## src/rtl/aud_dac_arbiter_if.sv

```systemverilog
// ----------------------------------------------------------------------------
// aud_dac_arbiter_if
//   Bundles the source-side and DAC-side signals of aud_dac_arbiter so that
//   the arbiter and its environment connect through one port.
//
//   Signals (N_SRC = number of audio sources):
//     tx_done      1-cycle pulse from wm8978_ctrl, current dac_data consumed
//     mute         level, forces silent output
//     src_req      N_SRC   level request per source
//     src_valid    N_SRC   src_data[i] holds a sample
//     src_data     32*N_SRC  sample i at [32i+31:32i], L=[31:16], R=[15:0]
//     src_ready    N_SRC   1-cycle pop pulse to the granted source
//     dac_data     32      word presented to wm8978_ctrl.dac_data
//     grant        N_SRC   one-hot current owner, 0 = none
//     underrun     1       pulse, granted source not valid at tx_done
//     switch_busy  1       high while a soft switch is in progress
//
//   Modports:
//     master  environment side (sources + DAC controller)
//     slave   arbiter side
// ----------------------------------------------------------------------------
interface aud_dac_arbiter_if #(
    parameter int N_SRC = 3
);
    logic                 tx_done;
    logic                 mute;
    logic [N_SRC-1:0]     src_req;
    logic [N_SRC-1:0]     src_valid;
    logic [32*N_SRC-1:0]  src_data;
    logic [N_SRC-1:0]     src_ready;
    logic [31:0]          dac_data;
    logic [N_SRC-1:0]     grant;
    logic                 underrun;
    logic                 switch_busy;

    modport master (
        output tx_done, mute, src_req, src_valid, src_data,
        input  src_ready, dac_data, grant, underrun, switch_busy
    );

    modport slave (
        input  tx_done, mute, src_req, src_valid, src_data,
        output src_ready, dac_data, grant, underrun, switch_busy
    );
endinterface

```

## src/rtl/aud_dac_arbiter.sv

```systemverilog
// ----------------------------------------------------------------------------
// aud_dac_arbiter
//   Shares the WM8978 DAC sample path among N_SRC audio sources with fixed
//   priority (source 0 highest). Ownership only changes on a frame boundary
//   (tx_done); the next 32-bit stereo word is registered and held for the
//   whole following frame.
//
//   Parameters:
//     N_SRC      number of requesters (1..8)
//     RAMP_LOG2  soft-switch ramp length is 2**RAMP_LOG2 frames
//
//   Ports:
//     sys_clk    system clock
//     sys_rst_n  asynchronous active-low reset
//     bus        aud_dac_arbiter_if.slave (see interface file for signals)
//
//   Build option:
//     SOFT_SWITCH_EN  when defined, owner changes fade the old source down
//                     and the new source up over 2**RAMP_LOG2 frames
//                     (RAMP_DN / RAMP_UP states, switch_busy high meanwhile).
//                     When undefined, owner changes are immediate and
//                     switch_busy is tied low.
// ----------------------------------------------------------------------------
module aud_dac_arbiter #(
    parameter int N_SRC     = 3,
    parameter int RAMP_LOG2 = 4
) (
    input  logic             sys_clk,
    input  logic             sys_rst_n,
    aud_dac_arbiter_if.slave bus
);

    typedef enum logic [1:0] {IDLE, PLAY, RAMP_DN, RAMP_UP} state_e;

    if (N_SRC < 1 || N_SRC > 8 || RAMP_LOG2 < 0) begin : g_param_check
        $error("aud_dac_arbiter: N_SRC must be 1..8 and RAMP_LOG2 >= 0");
    end

    state_e              state_q, state_d;
    logic [N_SRC-1:0]    grant_q, grant_d;
    logic [N_SRC-1:0]    ready_q, ready_d;
    logic [31:0]         dac_q, dac_d;
    logic                underrun_q, underrun_d;

    logic                tgt_vld;
    logic [N_SRC-1:0]    tgt_oh;
    logic [N_SRC-1:0]    take_oh;
    logic [31:0]         take_word;
    logic                take_valid;

    // Selects the word of the (one-hot) chosen source; all-zero selector gives 0.
    function automatic logic [31:0] pick_word(input logic [N_SRC-1:0]   oh,
                                              input logic [32*N_SRC-1:0] data);
        logic [31:0] w;
        w = '0;
        for (int i = 0; i < N_SRC; i++) begin
            if (oh[i]) w = w | data[32*i +: 32];
        end
        return w;
    endfunction

`ifdef SOFT_SWITCH_EN
    localparam int               LVL_W    = RAMP_LOG2 + 1;
    localparam int               PROD_W   = LVL_W + 17;
    localparam logic [LVL_W-1:0] LVL_ONE  = LVL_W'(1);
    localparam logic [LVL_W-1:0] LVL_LAST = (LVL_W'(1) << RAMP_LOG2) - LVL_ONE;

    logic [LVL_W-1:0] lvl_q, lvl_d, take_lvl;
    logic             own_req;

    assign own_req = |(grant_q & bus.src_req);

    // (sample * lvl) >>> RAMP_LOG2 on one signed channel; full level is bit-exact.
    function automatic logic [15:0] scale_ch(input logic [15:0]      s,
                                             input logic [LVL_W-1:0] lvl);
        logic signed [PROD_W-1:0] a, b, p;
        a = PROD_W'($signed(s));
        b = PROD_W'($signed({1'b0, lvl}));
        p = a * b;
        return p[RAMP_LOG2 +: 16];
    endfunction
`endif

    // Highest-priority requester, sampled only where tx_done is high.
    always_comb begin
        tgt_vld = 1'b0;
        tgt_oh  = '0;
        for (int i = 0; i < N_SRC; i++) begin
            if (bus.src_req[i] && !tgt_vld) begin
                tgt_vld   = 1'b1;
                tgt_oh[i] = 1'b1;
            end
        end
    end

    // State register together with the registered outputs.
    always_ff @(posedge sys_clk or negedge sys_rst_n) begin
        if (!sys_rst_n) begin
            state_q    <= IDLE;
            grant_q    <= '0;
            ready_q    <= '0;
            dac_q      <= '0;
            underrun_q <= 1'b0;
`ifdef SOFT_SWITCH_EN
            lvl_q      <= '0;
`endif
        end else begin
            state_q    <= state_d;
            grant_q    <= grant_d;
            ready_q    <= ready_d;
            dac_q      <= dac_d;
            underrun_q <= underrun_d;
`ifdef SOFT_SWITCH_EN
            lvl_q      <= lvl_d;
`endif
        end
    end

    // Next-state logic: decides the owner, which source (if any) is consumed
    // this frame and, with soft switching, the fade level.
    always_comb begin
        state_d = state_q;
        grant_d = grant_q;
        take_oh = '0;
`ifdef SOFT_SWITCH_EN
        lvl_d    = lvl_q;
        take_lvl = lvl_q;
`endif
        if (bus.tx_done) begin
            unique case (state_q)
                IDLE: begin
                    // A fresh owner is only granted here; its first sample
                    // is taken at the following tx_done.
                    if (tgt_vld) begin
                        grant_d = tgt_oh;
`ifdef SOFT_SWITCH_EN
                        lvl_d   = '0;
                        state_d = RAMP_UP;
`else
                        state_d = PLAY;
`endif
                    end
                end
                PLAY: begin
                    if (tgt_oh == grant_q) begin
                        take_oh = grant_q;
                    end else begin
`ifdef SOFT_SWITCH_EN
                        // Start fading the current owner; if it already
                        // dropped its request, go silent straight away.
                        state_d = RAMP_DN;
                        if (own_req) begin
                            lvl_d    = lvl_q - LVL_ONE;
                            take_lvl = lvl_q - LVL_ONE;
                            take_oh  = grant_q;
                        end else begin
                            lvl_d = '0;
                        end
`else
                        // Hard switch: the new owner supplies this frame.
                        grant_d = tgt_oh;
                        take_oh = tgt_oh;
                        if (!tgt_vld) state_d = IDLE;
`endif
                    end
                end
`ifdef SOFT_SWITCH_EN
                RAMP_DN: begin
                    if (lvl_q == '0) begin
                        grant_d = tgt_oh;
                        state_d = tgt_vld ? RAMP_UP : IDLE;
                    end else if (!own_req) begin
                        lvl_d = '0;
                    end else begin
                        lvl_d    = lvl_q - LVL_ONE;
                        take_lvl = lvl_q - LVL_ONE;
                        take_oh  = grant_q;
                    end
                end
                RAMP_UP: begin
                    // New requests are ignored until the ramp completes.
                    take_oh = grant_q;
                    lvl_d   = lvl_q + LVL_ONE;
                    if (lvl_q == LVL_LAST) state_d = PLAY;
                end
`endif
                default: state_d = IDLE;
            endcase
        end
    end

    // Output datapath: pop the consumed source, flag underrun, build the word.
    always_comb begin
        take_word  = pick_word(take_oh, bus.src_data);
        take_valid = |(take_oh & bus.src_valid);
        ready_d    = '0;
        underrun_d = 1'b0;
        dac_d      = dac_q;
        if (bus.tx_done) begin
            dac_d = '0;
            if (|take_oh) begin
                if (take_valid) begin
                    ready_d = take_oh;
                    if (!bus.mute) begin
`ifdef SOFT_SWITCH_EN
                        dac_d = {scale_ch(take_word[31:16], take_lvl),
                                 scale_ch(take_word[15:0],  take_lvl)};
`else
                        dac_d = take_word;
`endif
                    end
                end else begin
                    underrun_d = 1'b1;
                end
            end
        end
    end

    assign bus.dac_data  = dac_q;
    assign bus.grant     = grant_q;
    assign bus.src_ready = ready_q;
    assign bus.underrun  = underrun_q;
`ifdef SOFT_SWITCH_EN
    assign bus.switch_busy = (state_q == RAMP_DN) || (state_q == RAMP_UP);
`else
    assign bus.switch_busy = 1'b0;
`endif

endmodule

```

## src/flat_wrapper.sv

```systemverilog
// flat-port wrapper written by rule: the top's interface ports become plain ports
module aud_dac_arbiter_flat 
#(
    parameter int N_SRC     = 3,
    parameter int RAMP_LOG2 = 4
)
  (sys_clk, sys_rst_n, bus_tx_done, bus_mute, bus_src_req, bus_src_valid, bus_src_data, bus_src_ready, bus_dac_data, bus_grant, bus_underrun, bus_switch_busy);
  aud_dac_arbiter_if #(.N_SRC(N_SRC)) bus_i ();
  input  logic sys_clk;
  input  logic sys_rst_n;
  input wire logic [$bits(bus_i.tx_done)-1:0] bus_tx_done;
  input wire logic [$bits(bus_i.mute)-1:0] bus_mute;
  input wire logic [$bits(bus_i.src_req)-1:0] bus_src_req;
  input wire logic [$bits(bus_i.src_valid)-1:0] bus_src_valid;
  input wire logic [$bits(bus_i.src_data)-1:0] bus_src_data;
  output wire logic [$bits(bus_i.src_ready)-1:0] bus_src_ready;
  output wire logic [$bits(bus_i.dac_data)-1:0] bus_dac_data;
  output wire logic [$bits(bus_i.grant)-1:0] bus_grant;
  output wire logic [$bits(bus_i.underrun)-1:0] bus_underrun;
  output wire logic [$bits(bus_i.switch_busy)-1:0] bus_switch_busy;
  assign bus_i.tx_done = bus_tx_done;
  assign bus_i.mute = bus_mute;
  assign bus_i.src_req = bus_src_req;
  assign bus_i.src_valid = bus_src_valid;
  assign bus_i.src_data = bus_src_data;
  assign bus_src_ready = bus_i.src_ready;
  assign bus_dac_data = bus_i.dac_data;
  assign bus_grant = bus_i.grant;
  assign bus_underrun = bus_i.underrun;
  assign bus_switch_busy = bus_i.switch_busy;
  aud_dac_arbiter #(.N_SRC(N_SRC), .RAMP_LOG2(RAMP_LOG2)) u_core (.sys_clk(sys_clk), .sys_rst_n(sys_rst_n), .bus(bus_i));
endmodule
```

## config.mk

```make
export PLATFORM = sky130hd
export DESIGN_NAME = aud_dac_arbiter_flat
export DESIGN_NICKNAME = d
export VERILOG_FILES = /design/src/rtl/aud_dac_arbiter_if.sv /design/src/rtl/aud_dac_arbiter.sv /design/src/flat_wrapper.sv
export SDC_FILE = /design/constraint.sdc
export NUM_CORES = 1
export LEC_CHECK = 0
export CORE_ASPECT_RATIO = 0.8
export CORE_MARGIN = 10
export CORE_UTILIZATION = 30
export DETAILED_ROUTE_END_ITERATION = 12
export PLACE_DENSITY_LB_ADDON = 0.05
export REMOVE_ABC_BUFFERS = 1
export SLEW_MARGIN = 10
export SYNTH_ARGS = -nofsm -noshare
export SYNTH_HDL_FRONTEND = slang
export SYNTH_SLANG_ARGS = --single-unit
export TNS_END_PERCENT = 5
```

## constraint.sdc

```tcl
create_clock -name sys_clk -period 1.9 [get_ports sys_clk]
set_input_delay 0.38 -clock sys_clk [delete_from_list [all_inputs] [get_ports sys_clk]]
set_output_delay 0.38 -clock sys_clk [all_outputs]
set_load 0.005 [all_outputs]
```

**Yosys cells after proc, flatten, opt, wreduce, memory -nomap -nowiden**

Cells that the tools add are included.

- Register bits after elaboration: 41
- Word-level logic and storage cells: 49

- Equal/unequal tests: 5
- Muxes and demuxes: 26
- Bitwise logic cells: 3
- Reduce and logical (&&, ||, !) cells: 10

Operators by type and width:

| kind | number |
|---|---|
| 2-to-1 mux 32 bit | 6 |
| bitwise OR 32 bit | 2 |
| 2-to-1 mux 3 bit | 7 |
| 2-to-1 mux 1 bit | 8 |
| 2-to-1 mux 2 bit | 3 |
| case mux 3 bit (2 select lines) | 1 |
| OR reduction 3 bit | 2 |
| inequality test 2 bit, second input constant | 2 |
| case mux 2 bit (2 select lines) | 1 |
| AND reduction 4 bit | 1 |
| bitwise AND 3 bit | 1 |
| equality test 3 bit | 1 |
| AND reduction 3 bit | 1 |
| equality test 2 x 1 -> 1 bit, second input constant | 1 |
| logical AND 1 bit | 2 |
| zero test 1 bit | 2 |
| zero test 2 bit | 1 |
| inequality test 2 x 1 -> 1 bit, second input constant | 1 |
| nonzero test 2 bit | 1 |

**Depth between registers and ports, before layout**

- Word-level depth: 19
- Gate-level depth with buffers: 7
- Mapped depth without buffers: 4

**Worst setup path before layout**

No wires, ideal clock.

- Path type: input to register
- Start point: input port bus_src_req[0]
- End point: register u_core.dac_q[25] (netlist: u_core.bus.dac_data[25])
- Library setup time: 73 ps
- Arrival: 1597 ps
- Data required time: 1827 ps
- Path slack: 230 ps
- Cell stages on the path: 7
- Cells stage by stage: buf_6 or2_4 or3_1 clkbuf_2 buf_6 o211ai_2 a21boi_2

- Word-level cells in the longest chain between the ends: 19
- Elaborated cells on any way between the ends: 23
- Those cells by class: 1 x eq/ne; 13 x mux; 3 x bitwise; 6 x reduce/logical

RTL lines:

| item | RTL line | text |
|---|---|---|
| start, declared | flat_wrapper.sv:13 | `input wire logic [$bits(bus_i.src_req)-1:0] bus_src_req;` |
| 2-to-1 mux 1 bit * | aud_dac_arbiter.sv:89 | `if (bus.src_req[i] && !tgt_vld) begin` |
| zero test 1 bit | aud_dac_arbiter.sv:89 |  |
| logical AND 1 bit | aud_dac_arbiter.sv:89 |  |
| 2-to-1 mux 1 bit | aud_dac_arbiter.sv:89 |  |
| zero test 1 bit | aud_dac_arbiter.sv:89 |  |
| logical AND 1 bit | aud_dac_arbiter.sv:89 |  |
| 2-to-1 mux 1 bit | aud_dac_arbiter.sv:89 |  |
| equality test 3 bit | aud_dac_arbiter.sv:145 | `if (tgt_oh == grant_q) begin` |
| [... 3 more ...] | - |  |
| 2-to-1 mux 32 bit | aud_dac_arbiter.sv:57 | `if (oh[i]) w = w \| data[32*i +: 32];` |
| bitwise OR 32 bit | aud_dac_arbiter.sv:57 |  |
| 2-to-1 mux 32 bit | aud_dac_arbiter.sv:57 |  |
| bitwise OR 32 bit | aud_dac_arbiter.sv:57 |  |
| 2-to-1 mux 32 bit | aud_dac_arbiter.sv:57 |  |
| 2-to-1 mux 32 bit | aud_dac_arbiter.sv:204 | `if (!bus.mute) begin` |
| 2-to-1 mux 32 bit | aud_dac_arbiter.sv:202 | `if (take_valid) begin` |
| 2-to-1 mux 32 bit * | aud_dac_arbiter.sv:201 | `if (\|take_oh) begin` |
| end signal, assigned | aud_dac_arbiter.sv:102 | `dac_q <= '0;` |
| end signal, assigned | aud_dac_arbiter.sv:111 | `dac_q <= dac_d;` |
| end, declared | aud_dac_arbiter.sv:42 | `logic [31:0] dac_q, dac_d;` |

Mark *: on every way between the ends. The rest lies on a longest branch, timed or not.
A chain may end at the register's enable or synchronous reset.

**Final worst setup path**

- Start point: input port bus_src_req[0]
- End point: register u_core.dac_q[15] (netlist: u_core.bus.dac_data[15])

Same word-level chain as after synthesis.

==> run summary <==
The part of the cycle the worst path needs is 0.9681. Once layout is done, the placed cells without fillers occupy between 4000 and 5000 µm². The final core area utilization is 0.5374. The largest total area in the synthesized netlist belongs to sky130_fd_sc_hd__dfrtp_1. The mean area per synthesized cell came out at 10.23 µm². The final count of negative-setup-slack endpoints came out at 0. The placer's final routability congestion estimate is roughly 0.86.

The worst vdd rail ir drop is between 0.3 and 0.4 mV. Based on the critical path, the design can be clocked at up to around 540 MHz. The portion of the post-synthesis area used by sequential elements is 0.3693.

For this run, the post-layout net count is around 520. Entering global routing, the biggest net connects 29 pins. After detailed routing, the number of remaining DRC violations is 0. The cell sitting at the root of the clock tree is a sky130_fd_sc_hd__clkbuf_16.

The number of levels the H-tree was split into is 2. Fill cells in the final layout number ~820. The clock sink count came out at 40. The worst endpoint data arrival time is ~2000 ps. The largest single stage delay on the critical path is approximately 480 ps. STA classifies the critical path startpoint as an input pin. The final non-filler cell total came out at around 530. After the first detailed-routing iteration, the DRC count stood at 91. The synthesized flop and latch total came out at 40. In this run the worst hold path is classified as input pin to async pin. The HPWL reported at the end of detailed placement is roughly 7200 µm. The effective utilization at floorplan came out at 0.3139. The core footprint came out at approximately 8600 µm². The maximum fanout encountered on the critical timing path is 14.

The run finished with clean final reports. The slowest stage of the critical path is the sky130_fd_sc_hd__clkdlybuf4s50_1 cell. The placed cell area is between 4000 and 5000 µm². Across the run, the number of max-cap violations was 0.

The via-per-instance ratio is roughly 4.8. For the pin with the worst max-slew slack, the measured transition is about 680 ps. The later pin in the worst-skew pair is clocked with a latency of between 200 and 300 ps.

The post-synthesis cell count came out at 265. Yosys printed 0 warnings. The number of search-and-repair iterations in the first detailed-routing pass is 4. The via count of the routed design is around 2,600. The count of antenna diodes in the layout is 0.

The number of placed cells counting well taps came out at 518. For this run, asynchronously set or reset flops after synthesis account for 1.000. The number of placement rows is 30.

Compared with the post-synthesis result, the final layout area differs by 71.19%. The data required time of the critical path is around 2100 ps. The number of buffers inserted by hold repair at cts is 0. The cell area power density came out at around 500 nW/µm².

The number of antenna violations at the first check in global routing came out at 0. The number of pins exceeding their max-slew limit in the final report came to 0. The distinct cell type count after synthesis is 38.

The via count of the first global-routing pass came to 2,754. Power comes to around 2300 µW. In the global route stage, overall resource usage came out at 0.1328. The commonest cells after synthesis are sky130_fd_sc_hd__dfrtp_1, sky130_fd_sc_hd__inv_1, sky130_fd_sc_hd__a22oi_1. The remaining max-slew budget at the tightest pin is 0.5491. Of the cells placed in the final design, the portion with a size suffix greater than 1 is 0.2506.

Traced cell by cell, the critical path runs through clkdlybuf4s50_1 > buf_4 > and4b_2 > buf_4 > a22oi_1 > o211ai_2 > a21boi_2. The number of synthesized flops with an enable pin is 0. The minimum clock period after layout came out at approximately 1800 ps. Measured along the x axis, the die boundary spans about 130 µm. The top cell type's share of synthesized area is 0.3693. The depth of the most critical reg-to-reg path came out at 7. The worst setup skew after layout came out at between 2 and 2.5 ps. The number of port buffers came out at approximately 140. During I/O placement, the number of pins put on the boundary was around 150.

The most common cell type on the critical path is sky130_fd_sc_hd__buf_4. The register area is ~1000 µm². The multi-input logic area is roughly 1500 µm². The final hold violation count came to 0.

The wire length of the first global-routing pass is about 15,000 µm. The most used flip-flop cell after synthesis is sky130_fd_sc_hd__dfrtp_1. Ranked by total cell area, the synthesized netlist is headed by sky130_fd_sc_hd__dfrtp_1, sky130_fd_sc_hd__o211ai_2, sky130_fd_sc_hd__a21boi_2.

The die area came out at between 10,000 and 15,000 µm². The netlist area before placement came out at 2710 µm². The reported leakage power is slightly below 0.002 µW.

The wire length per cell after detailed routing came out at roughly 18 µm. The setup path with the least slack is of type input pin to register. In the final timing run, aggregate negative setup slack is 0 ps. The global route total overflow is 0. The longest clock path from root to sink contains 2 buffers. The chip height is around 110 µm. The clock slew seen by the registers of the worst setup and hold paths is ~60 ps.

Wires add up to between 9000 and 10,000 µm. TritonCTS built the clock tree. The most common cell in the synthesized netlist is sky130_fd_sc_hd__dfrtp_1.

The residual antenna-violating net count after detailed routing came out at 0. STA classifies the critical path endpoint as a register. Setup repair after global routing could not meet its margin everywhere. In this run, CTS created clock tree buffers numbering 5.
==> placed cells by master, fill, tap and decap left out, types with 2 or more instances in the layout <==
master / instances
sky130_fd_sc_hd__a21boi_1: 2
sky130_fd_sc_hd__a21boi_2: 30
sky130_fd_sc_hd__a22oi_1: 29
sky130_fd_sc_hd__a22oi_2: 4
sky130_fd_sc_hd__a2bb2oi_1: 2
sky130_fd_sc_hd__and2_1: 2
sky130_fd_sc_hd__buf_12: 4
sky130_fd_sc_hd__buf_4: 18
sky130_fd_sc_hd__clkbuf_1: 2
sky130_fd_sc_hd__clkbuf_16: 8
sky130_fd_sc_hd__clkdlybuf4s50_1: 142
sky130_fd_sc_hd__dfrtp_1: 40
sky130_fd_sc_hd__inv_1: 35
sky130_fd_sc_hd__nand2_1: 4
sky130_fd_sc_hd__nand2b_1: 32
sky130_fd_sc_hd__nor2_1: 4
sky130_fd_sc_hd__nor3_1: 2
sky130_fd_sc_hd__o211ai_1: 2
sky130_fd_sc_hd__o211ai_2: 30
sky130_fd_sc_hd__o21ai_0: 2
sky130_fd_sc_hd__o31ai_1: 2
==> power breakdown <==
group          internal (µW)  total [µW]  switching [µW]
sequential               870         886            16.4
combinational            374         584             210
clock                    524         836             313
==> logic make-up (layout without fill, tap and decap cells) <==
| family | count (synthesis) | after routing | synth area share |
|---|---|---|---|
| xor gates and xnor gates | 1 | 1 | 0.003232 |
| DFF | 40 | 40 | 0.3693 |
| and+or+nand+nor | 51 | 51 | 0.1136 |
| buffers and inverters | 60 | 214 | 0.1048 |
| AOI/OAI and AO/OA | 112 | 112 | 0.4077 |
| other | 1 | 1 | 0.001384 |
==> metal layers <==
layer | GRT usage | share of wire | vias to the layer above
li1 | - | - | 1255
met1 | 0.1613 | 0.45 | 1200
met2 | 0.2144 | 0.46 | 102
met3 | 0.05657 | 0.088 | 2
met4 | 0.02679 | 0.0056 | 0
met5 | 0 | 0 | -
==> stage by stage <==
stage	hold slack (ps)	setup WS, ps
2_1_floorplan	84.41	-842.3
3_3_place_gp	480.7	-244.2
3_5_place_dp	471.2	-277.8
4_1_cts	175.5	4.337
5_1_grt	195.0	-1.642
6_report	140.5	60.70
==> sequential cells by signal, indices dropped and copies added, names as in the netlist <==
name	flops
u_core.bus.dac_data	32
u_core.bus.src_ready	3
u_core.state_q	1
u_core.bus.underrun	1
u_core.bus.grant	3
==> final timing paths <==
path | start | to | slack, ps
hold reg to reg | u_core.bus.dac_data[26] | u_core.bus.dac_data[26] | 560
max in group asynchronous | sys_rst_n | u_core.bus.dac_data[23] | 1190
setup / recovery | bus_src_req[0] | u_core.bus.dac_data[15] | 60
setup reg to reg | u_core.state_q[0] | u_core.bus.dac_data[11] | 320
hold / removal | sys_rst_n | u_core.bus.dac_data[22] | 140
min in group sys_clk | u_core.bus.dac_data[26] | u_core.bus.dac_data[26] | 560
==> cell type report <==
cell class,instances,share of cell area
Timing Repair Buffer,171,0.3784
Multi-Input combinational cell,165,0.3158
Sequential cell,40,0.2157
Clock buffer,8,0.03155
Tap cell,112,0.03020
Inverter,35,0.02832
==> worst max-delay path: cells and delay by family <==
family | cells | cell delay [ps]
and+or+nand+nor | 1 | 270
AOI/OAI and AO/OA | 3 | 510
buffers and inverters | 3 | 850
==> what timing repair did <==
item	CTS	global route
setup endpoints to repair	0	31
buffers inserted	0	1
resized for setup	0	12
Note: power is estimated with default switching activity, not from simulation.
